===== config.mk =====
export PLATFORM = sky130hd
export DESIGN_NAME = hazard_ctrl
export DESIGN_NICKNAME = d
export VERILOG_FILES = /design/src/rtl/hazard_pkg.sv /design/src/rtl/hazard_ctrl_div_timer.sv /design/src/rtl/hazard_ctrl.sv
export SDC_FILE = /design/constraint.sdc
export NUM_CORES = 1
export LEC_CHECK = 0
export CAP_MARGIN = 5
export CELL_PAD_IN_SITES_DETAIL_PLACEMENT = 0
export CELL_PAD_IN_SITES_GLOBAL_PLACEMENT = 1
export CORE_MARGIN = 3
export CORE_UTILIZATION = 39
export DETAILED_ROUTE_END_ITERATION = 6
export PLACE_DENSITY = 0.82
export SLEW_MARGIN = 20
export SYNTH_ARGS = -nofsm -noshare
export SYNTH_HDL_FRONTEND = slang
export SYNTH_HIERARCHICAL = 1
export SYNTH_SLANG_ARGS = --single-unit

===== constraint.sdc =====
create_clock -name Clk -period 6.2 [get_ports Clk]
set_clock_uncertainty 0.15 [all_clocks]
set_input_delay 1.86 -clock Clk [delete_from_list [all_inputs] [get_ports Clk]]
set_output_delay 1.86 -clock Clk [all_outputs]
set_load 0.005 [all_outputs]

===== src/rtl/hazard_pkg.sv =====
`default_nettype none
// ============================================================================
//  Module   : hazard_pkg
//  Purpose  : Shared definitions for the pipeline hazard controller:
//             FSM state encoding, divider timing default, the NOP word the
//             ID/EX register loads on a bubble, and the source/destination
//             register match helper used for load-use detection.
//  Ports    : none (package)
//  Revision : 1.0 - initial release
// ============================================================================
package hazard_pkg;

  // Controller FSM encoding
  localparam logic [0:0] ST_RUN = 1'b0;
  localparam logic [0:0] ST_DIV = 1'b1;

  // Divider latency default and countdown width default
  localparam int unsigned DIV_CYCLES_DEFAULT = 32;
  localparam int unsigned CNT_W_DEFAULT      = 6;

  // Instruction word the ID/EX register substitutes when Bubble=1
  // (sll $0,$0,0 - the canonical all-zero NOP).
  localparam logic [31:0] NOP_BUBBLE = 32'h0000_0000;

  // A source operand collides with the EX destination only when it is
  // actually read and the destination is not the hard-wired zero register.
  function automatic logic src_hazard(input logic       used,
                                      input logic [4:0] src,
                                      input logic [4:0] dst);
    return used && (src == dst) && (dst != 5'd0);
  endfunction

endpackage : hazard_pkg
`default_nettype wire


===== src/rtl/hazard_ctrl_div_timer.sv =====
`default_nettype none
// ============================================================================
//  Module   : div_timer
//  Purpose  : Loadable down-counter that tracks the remaining divider
//             cycles. Decrements every cycle while non-zero; clear has
//             priority over load.
//  Ports    : Clk        - clock
//             Clrn       - asynchronous active-low reset
//             load_i     - load load_val_i into the counter
//             clear_i    - force the counter to zero
//             load_val_i - value loaded on load_i
//             count_o    - current counter value
//             zero_o     - counter equals zero
//  Revision : 1.0 - initial release
// ============================================================================
module div_timer #(
  parameter int unsigned CNT_W = 6
) (
  input  logic             Clk,
  input  logic             Clrn,
  input  logic             load_i,
  input  logic             clear_i,
  input  logic [CNT_W-1:0] load_val_i,
  output logic [CNT_W-1:0] count_o,
  output logic             zero_o
);

  logic [CNT_W-1:0] cnt_q;
  logic [CNT_W-1:0] cnt_d;

  always_comb begin
    cnt_d = cnt_q;
    if (clear_i) begin
      cnt_d = '0;
    end else if (load_i) begin
      cnt_d = load_val_i;
    end else if (cnt_q != '0) begin
      cnt_d = cnt_q - 1'b1;
    end
  end

  always_ff @(posedge Clk or negedge Clrn) begin
    if (!Clrn) begin
      cnt_q <= '0;
    end else begin
      cnt_q <= cnt_d;
    end
  end

  assign count_o = cnt_q;
  assign zero_o  = (cnt_q == '0);

endmodule : div_timer
`default_nettype wire


===== src/rtl/hazard_ctrl.sv =====
`default_nettype none
// ============================================================================
//  Module   : hazard_ctrl
//  Purpose  : Pipeline hazard controller beside the ID stage. Resolves
//             taken-branch flushes, load-use hazards and multi-cycle divide
//             stalls; drives IF/ID hold, PC write enable, ID/EX bubble and
//             IF/ID flush.
//  Ports    : Clk, Clrn              - clock, async active-low reset
//             ID_rs/ID_rt            - source fields of the ID instruction
//             ID_use_rs/ID_use_rt    - source actually read
//             ID_is_div              - ID instruction is a divide
//             EX_rd, EX_mem_read     - EX destination / EX is a load
//             EX_branch_taken        - EX branch resolved taken
//             Stall                  - IF/ID hold (1 = keep contents)
//             PC_we                  - PC write enable
//             Bubble                 - ID/EX loads NOP
//             Flush                  - IF/ID cleared at next edge
//             Div_start              - one-cycle divider start pulse
//             Busy                   - divide in progress (registered)
//             Stall_cnt              - saturating count of stalled edges
//  Revision : 1.0 - initial release
// ============================================================================
module hazard_ctrl
  import hazard_pkg::*;
#(
  parameter int unsigned DIV_CYCLES = DIV_CYCLES_DEFAULT,
  parameter int unsigned CNT_W      = CNT_W_DEFAULT
) (
  input  logic        Clk,
  input  logic        Clrn,
  input  logic [4:0]  ID_rs,
  input  logic [4:0]  ID_rt,
  input  logic        ID_use_rs,
  input  logic        ID_use_rt,
  input  logic        ID_is_div,
  input  logic [4:0]  EX_rd,
  input  logic        EX_mem_read,
  input  logic        EX_branch_taken,
  output logic        Stall,
  output logic        PC_we,
  output logic        Bubble,
  output logic        Flush,
  output logic        Div_start,
  output logic        Busy,
  output logic [15:0] Stall_cnt
);

  // Start cycle is separate, so the countdown covers DIV_CYCLES cycles in
  // DIV when it is loaded with DIV_CYCLES-1 and exits on reaching zero.
  localparam logic [CNT_W-1:0] DIV_LOAD = CNT_W'(DIV_CYCLES - 1);

  logic [0:0]  state_q, state_d;
  logic        run_q;
  logic        div_done_q, div_done_d;
  logic        busy_q;
  logic [15:0] stall_cnt_q, stall_cnt_d;

  logic             load_use;
  logic             tmr_load;
  logic             tmr_clear;
  logic             tmr_zero;
  logic [CNT_W-1:0] tmr_count;

  logic stall_c, pc_we_c, bubble_c, flush_c, div_start_c;

  assign load_use = EX_mem_read &&
                    (src_hazard(ID_use_rs, ID_rs, EX_rd) ||
                     src_hazard(ID_use_rt, ID_rt, EX_rd));

  div_timer #(
    .CNT_W (CNT_W)
  ) u_div_timer (
    .Clk        (Clk),
    .Clrn       (Clrn),
    .load_i     (tmr_load),
    .clear_i    (tmr_clear),
    .load_val_i (DIV_LOAD),
    .count_o    (tmr_count),
    .zero_o     (tmr_zero)
  );

  // Output muxing and next-state logic. Everything is held at zero until
  // run_q sets, which keeps the PC frozen for the first edge after reset.
  always_comb begin
    state_d     = state_q;
    div_done_d  = 1'b0;
    tmr_load    = 1'b0;
    tmr_clear   = 1'b0;
    stall_c     = 1'b0;
    pc_we_c     = 1'b0;
    bubble_c    = 1'b0;
    flush_c     = 1'b0;
    div_start_c = 1'b0;

    if (run_q) begin
      case (state_q)
        ST_RUN: begin
          if (EX_branch_taken) begin
            flush_c  = 1'b1;
            bubble_c = 1'b1;
            pc_we_c  = 1'b1;
          end else if (load_use) begin
            stall_c  = 1'b1;
            bubble_c = 1'b1;
          end else if (ID_is_div && !div_done_q) begin
            // div_done_q marks the divide that just finished, so the held
            // instruction advances instead of launching a second divide.
            div_start_c = 1'b1;
            stall_c     = 1'b1;
            bubble_c    = 1'b1;
            tmr_load    = 1'b1;
            state_d     = ST_DIV;
          end else begin
            pc_we_c = 1'b1;
          end
        end
        ST_DIV: begin
          if (EX_branch_taken) begin
            // Wrong-path divide: abandon it, counter cleared, no done mark.
            flush_c   = 1'b1;
            bubble_c  = 1'b1;
            pc_we_c   = 1'b1;
            tmr_clear = 1'b1;
            state_d   = ST_RUN;
          end else begin
            stall_c  = 1'b1;
            bubble_c = 1'b1;
            if (tmr_zero) begin
              state_d    = ST_RUN;
              div_done_d = 1'b1;
            end
          end
        end
        default: begin
          state_d   = ST_RUN;
          tmr_clear = 1'b1;
        end
      endcase
    end
  end

  always_comb begin
    stall_cnt_d = stall_cnt_q;
    if (stall_c && (stall_cnt_q != 16'hFFFF)) begin
      stall_cnt_d = stall_cnt_q + 16'd1;
    end
  end

  always_ff @(posedge Clk or negedge Clrn) begin
    if (!Clrn) begin
      state_q     <= ST_RUN;
      run_q       <= 1'b0;
      div_done_q  <= 1'b0;
      busy_q      <= 1'b0;
      stall_cnt_q <= 16'd0;
    end else begin
      state_q     <= state_d;
      run_q       <= 1'b1;
      div_done_q  <= div_done_d;
      busy_q      <= (state_d == ST_DIV);
      stall_cnt_q <= stall_cnt_d;
    end
  end

  assign Stall     = stall_c;
  assign PC_we     = pc_we_c;
  assign Bubble    = bubble_c;
  assign Flush     = flush_c;
  assign Div_start = div_start_c;
  assign Busy      = busy_q;
  assign Stall_cnt = stall_cnt_q;

endmodule : hazard_ctrl
`default_nettype wire


==> flow_summary_export.csv <==
group,metric,value,unit
outcome,status,"finished clean",
setup_path,cp_data_arrival_time,4.05,ns
setup_path,crit_path_start_kind,"input port",
yosys,synth_largest_type_area_fraction,0.399,
power_and_ir_drop,total_switching_power,220,uW
drt,wire_length_per_cell,14.2,um
yosys,syn-cell-area,0.00157,mm2
floorplanning,initial_utilization,0.415,
timing,finalWorstPathRequiredPeriod,6.06,ns
drt,finalWirelength,3590,um
global_routing,gr-total-overflow,0,
floorplanning,core_region_area,0.00377,mm2
yosys,yosys.area_share.simple,0.266,
yosys,synth_top_family_by_area,"simple AND/OR/NAND/NOR gates",
timing,hold_viol_final,0,
placement,numPortBuffers,43,
setup_path,worstPathRequired,4.19,ns
yosys,ys_warn_count,6,
setup_path,worst-path-max-fanout,3,
timing,setup_viol,0,
drt,detail_route.drc_violations,0,
clocking,cts-root-to-sink-buffers,2,
setup_path,cpMaxStageDelayCell,"sky130_fd_sc_hd__clkdlybuf4s50_1",
setup_path,timing.critical_path.mode_cell,"sky130_fd_sc_hd__clkdlybuf4s50_1",
clocking,ctsHoldBuffers,0,
power_and_ir_drop,power.clock.fraction,0.159,
placement,gp_congestion,0.766,
placement,detailed_place_hpwl,2710,um
yosys,synth_mux_area_frac,0.00958,
final_layout,layout_nets,230,
power_and_ir_drop,power.internal,391,uW
setup_path,worst_path_largest_cell_delay,0.57,ns
floorplanning,floorplan.die.width,69.4,um
yosys,netlist-cell-type-count,46,
yosys,synth_compound_area_frac,0.113,
final_layout,layout.cells.most_common_list,"sky130_fd_sc_hd__clkdlybuf4s50_1, sky130_fd_sc_hd__dfrtp_1, sky130_fd_sc_hd__xnor2_1",
clocking,cts_root_buffer,"sky130_fd_sc_hd__clkbuf_8",
drt,drt_pre_antenna_iters,4,
clocking,clock-sinks,25,
floorplanning,count_of_pins_on_the_block_boundary,44,
final_layout,layout-drive-gt1-share,0.127,
power_and_ir_drop,static-leakage-power,0.000853,uW
timing,max_freq,0.165,GHz
drt,maxUsedRoutingLayer,"met4",
clocking,clk_latency,0.26,ns
floorplanning,die_height,69.4,um
power_and_ir_drop,sequentialPowerShare,0.405,
timing,worstMarginPinSlew,0.962,ns
clocking,post_cts_resize_count,0,
global_routing,grt_start_max_net_pins,26,
drt,detail_route.iter0.violations,56,
clocking,cts_setup_buffers,0,
final_layout,synthesis_to_layout_area_growth,34.6,%
drt,detailroute.wirelength.met3,216,um
timing,rsz0062_at_grt,"no",
final_layout,mostFrequentLayoutCell,"sky130_fd_sc_hd__clkdlybuf4s50_1",
timing,relSlewSlack,0.354,
drt,wl_met1,1680,um
yosys,synth_cells,154,
setup_path,critical_path.endpoint_type,"primary output",
flow_run,max_cap_violations,0,
global_routing,grt_first_pass_wirelength,5960,um
setup_path,timing.critical_path.cells,"clkdlybuf4s50_1 > or4_1 > o21ai_2 > o21ai_1 > nor4_2 > clkdlybuf4s50_1",
setup_path,path_class,"input port to primary output",
timing,finalMaxSlewViolations,0,
setup_path,timing.critical_path.max_delay_family,"buffers and inverters",
drt,wl_met2,1670,um
power_and_ir_drop,power.density,290,mW/mm2
global_routing,number_of_antenna_violations_at_the_first_check_in_global_routing,0,
clocking,cts.reportedPaths.clkPinSlew,0.09,ns
final_layout,n_fill_cell,316,
final_layout,antenna-diode-count,0,
power_and_ir_drop,worst_ir_drop_vdd,136,uV
global_routing,first_global_vias,1295,
floorplanning,number_of_standard_cell_rows_in_the_floorplan,22,
clocking,cts_buffers,3,
global_routing,gr-usage-all-layers,0.147,
drt,vias_after_detailed_routing,1329,
final_layout,final_standard_cell_utilization_of_the_core,0.559,
drt,drtAntennaViolNets,0,
yosys,parity_gate_share_of_the_synthesized_area_counting_xor_and_xnor_cells,0.145,
yosys,yosys_register_bits,25,
yosys,synthAdderAreaFrac,0.0240,
timing,final.setup.tns,0,ns
floorplanning,fp.dieArea,0.00481,mm2
clocking,htree_levels,1,
min_path,holdCritPathClass,"flip-flop to flip-flop",
yosys,synth_sequential_area_ratio,0.399,
setup_path,path_buf_inv,2,
power_and_ir_drop,share_comb_of_total_power,0.436,
yosys,syn_area_per_cell,10.2,um2
power_and_ir_drop,power.share.switching,0.360,
yosys,synth.area.top_cells,"sky130_fd_sc_hd__dfrtp_1, sky130_fd_sc_hd__xnor2_1, sky130_fd_sc_hd__xor2_1",
drt,via_per_inst,5.27,
timing,hold-worst-slack,0.359,ns
yosys,synth_area_leader,"sky130_fd_sc_hd__dfrtp_1",
timing,post-route-period-util,0.978,
clocking,cts_tree,"yes",
-- kinds of logic after synthesis --
group,after synthesis
and+or+nand+nor,65
muxes,1
adders and majority gates,3
DFF,25
other,2
AOI/OAI and AO/OA,20
xor gates and xnor gates,26
buffers and inverters,12
-- cell usage after synthesis, drive strengths merged --
master    n
dfrtp    25
xnor2    17
nand3    11
nor2     11
xor2      9
inv       8
nor3      8
and3      7
nand2     7
buf       4
nand4     4
nor4      4
a21oi     3
and2      3
ha        3
a2111oi   2
a221o     2
a31oi     2
and4      2
conb      2
nand4b    2
nor2b     2
o21ai     2
a211o     1
a21bo     1
a221oi    1
a311oi    1
a32oi     1
mux2      1
nand2b    1
nand3b    1
o211ai    1
o221ai    1
o31ai     1
o41ai     1
or3       1
or4       1
-- per-stage QoR --
step / setup slack, ns / cells / area [um2] / total power (uW)
after detailed placement: 0.112 / 248 / 2060 / 513
final: 0.135 / 252 / 2110 / 611
after global routing: 0.0298 / 252 / 2110 / 652
after global placement: 0.186 / 248 / 2060 / 499
after CTS: 0.0969 / 252 / 2110 / 610
after floorplan: 1.09 / 159 / 1590 / 412
-- power by group through the flow --
stage	clock [uW]	combinational [uW]	sequential [uW]
6_report	97.2	266	248
5_1_grt	105	293	254
2_1_floorplan	0	171	241
3_5_place_dp	0	265	248
3_3_place_gp	0	252	247
4_1_cts	97.7	266	247
-- flip-flops by register name, summed over array words and instances, names as in the netlist --
name	count
div_done_q	1
run_q	1
Stall_cnt	16
Busy	1
u_div_timer/count_o	6
-- worst paths after layout --
kind                          startpoint       endpoint  slack (ns)  cells past startpoint
setup / recovery                EX_rd[1]      Div_start        0.14                      6
hold / removal             Stall_cnt[15]  Stall_cnt[15]        0.36                      1
setup reg to reg            Stall_cnt[0]   Stall_cnt[1]        3.80                      7
hold reg to reg            Stall_cnt[15]  Stall_cnt[15]        0.36                      1
max in group asynchronous           Clrn   Stall_cnt[6]        4.09                      1
min in group asynchronous           Clrn   Stall_cnt[9]        1.43                      1
-- worst reg2reg max path: cells and delay by family (launching register included) --
family,cells,cell delay (ns)
simple gates,5,1.15
fa+ha+maj,1,0.24
flops,1,0.43
mux,1,0.32
-- final cells by class --
type | count | area, um2 | area share
well taps | 48 | 60.1 | 0.0285
inverters | 8 | 30.0 | 0.0142
repair buffers | 45 | 440 | 0.209
flip-flops and latches | 25 | 626 | 0.297
multi-input cells | 122 | 907 | 0.430
clock buffers | 4 | 45.0 | 0.0214
-- per-layer routing --
layer	vias to the layer above	global-route usage
li1	645	-
met1	635	0.209
met2	47	0.229
met3	2	0.0275
met4	0	0.0412
met5	-	0
Power figures use the tool's default switching activity.
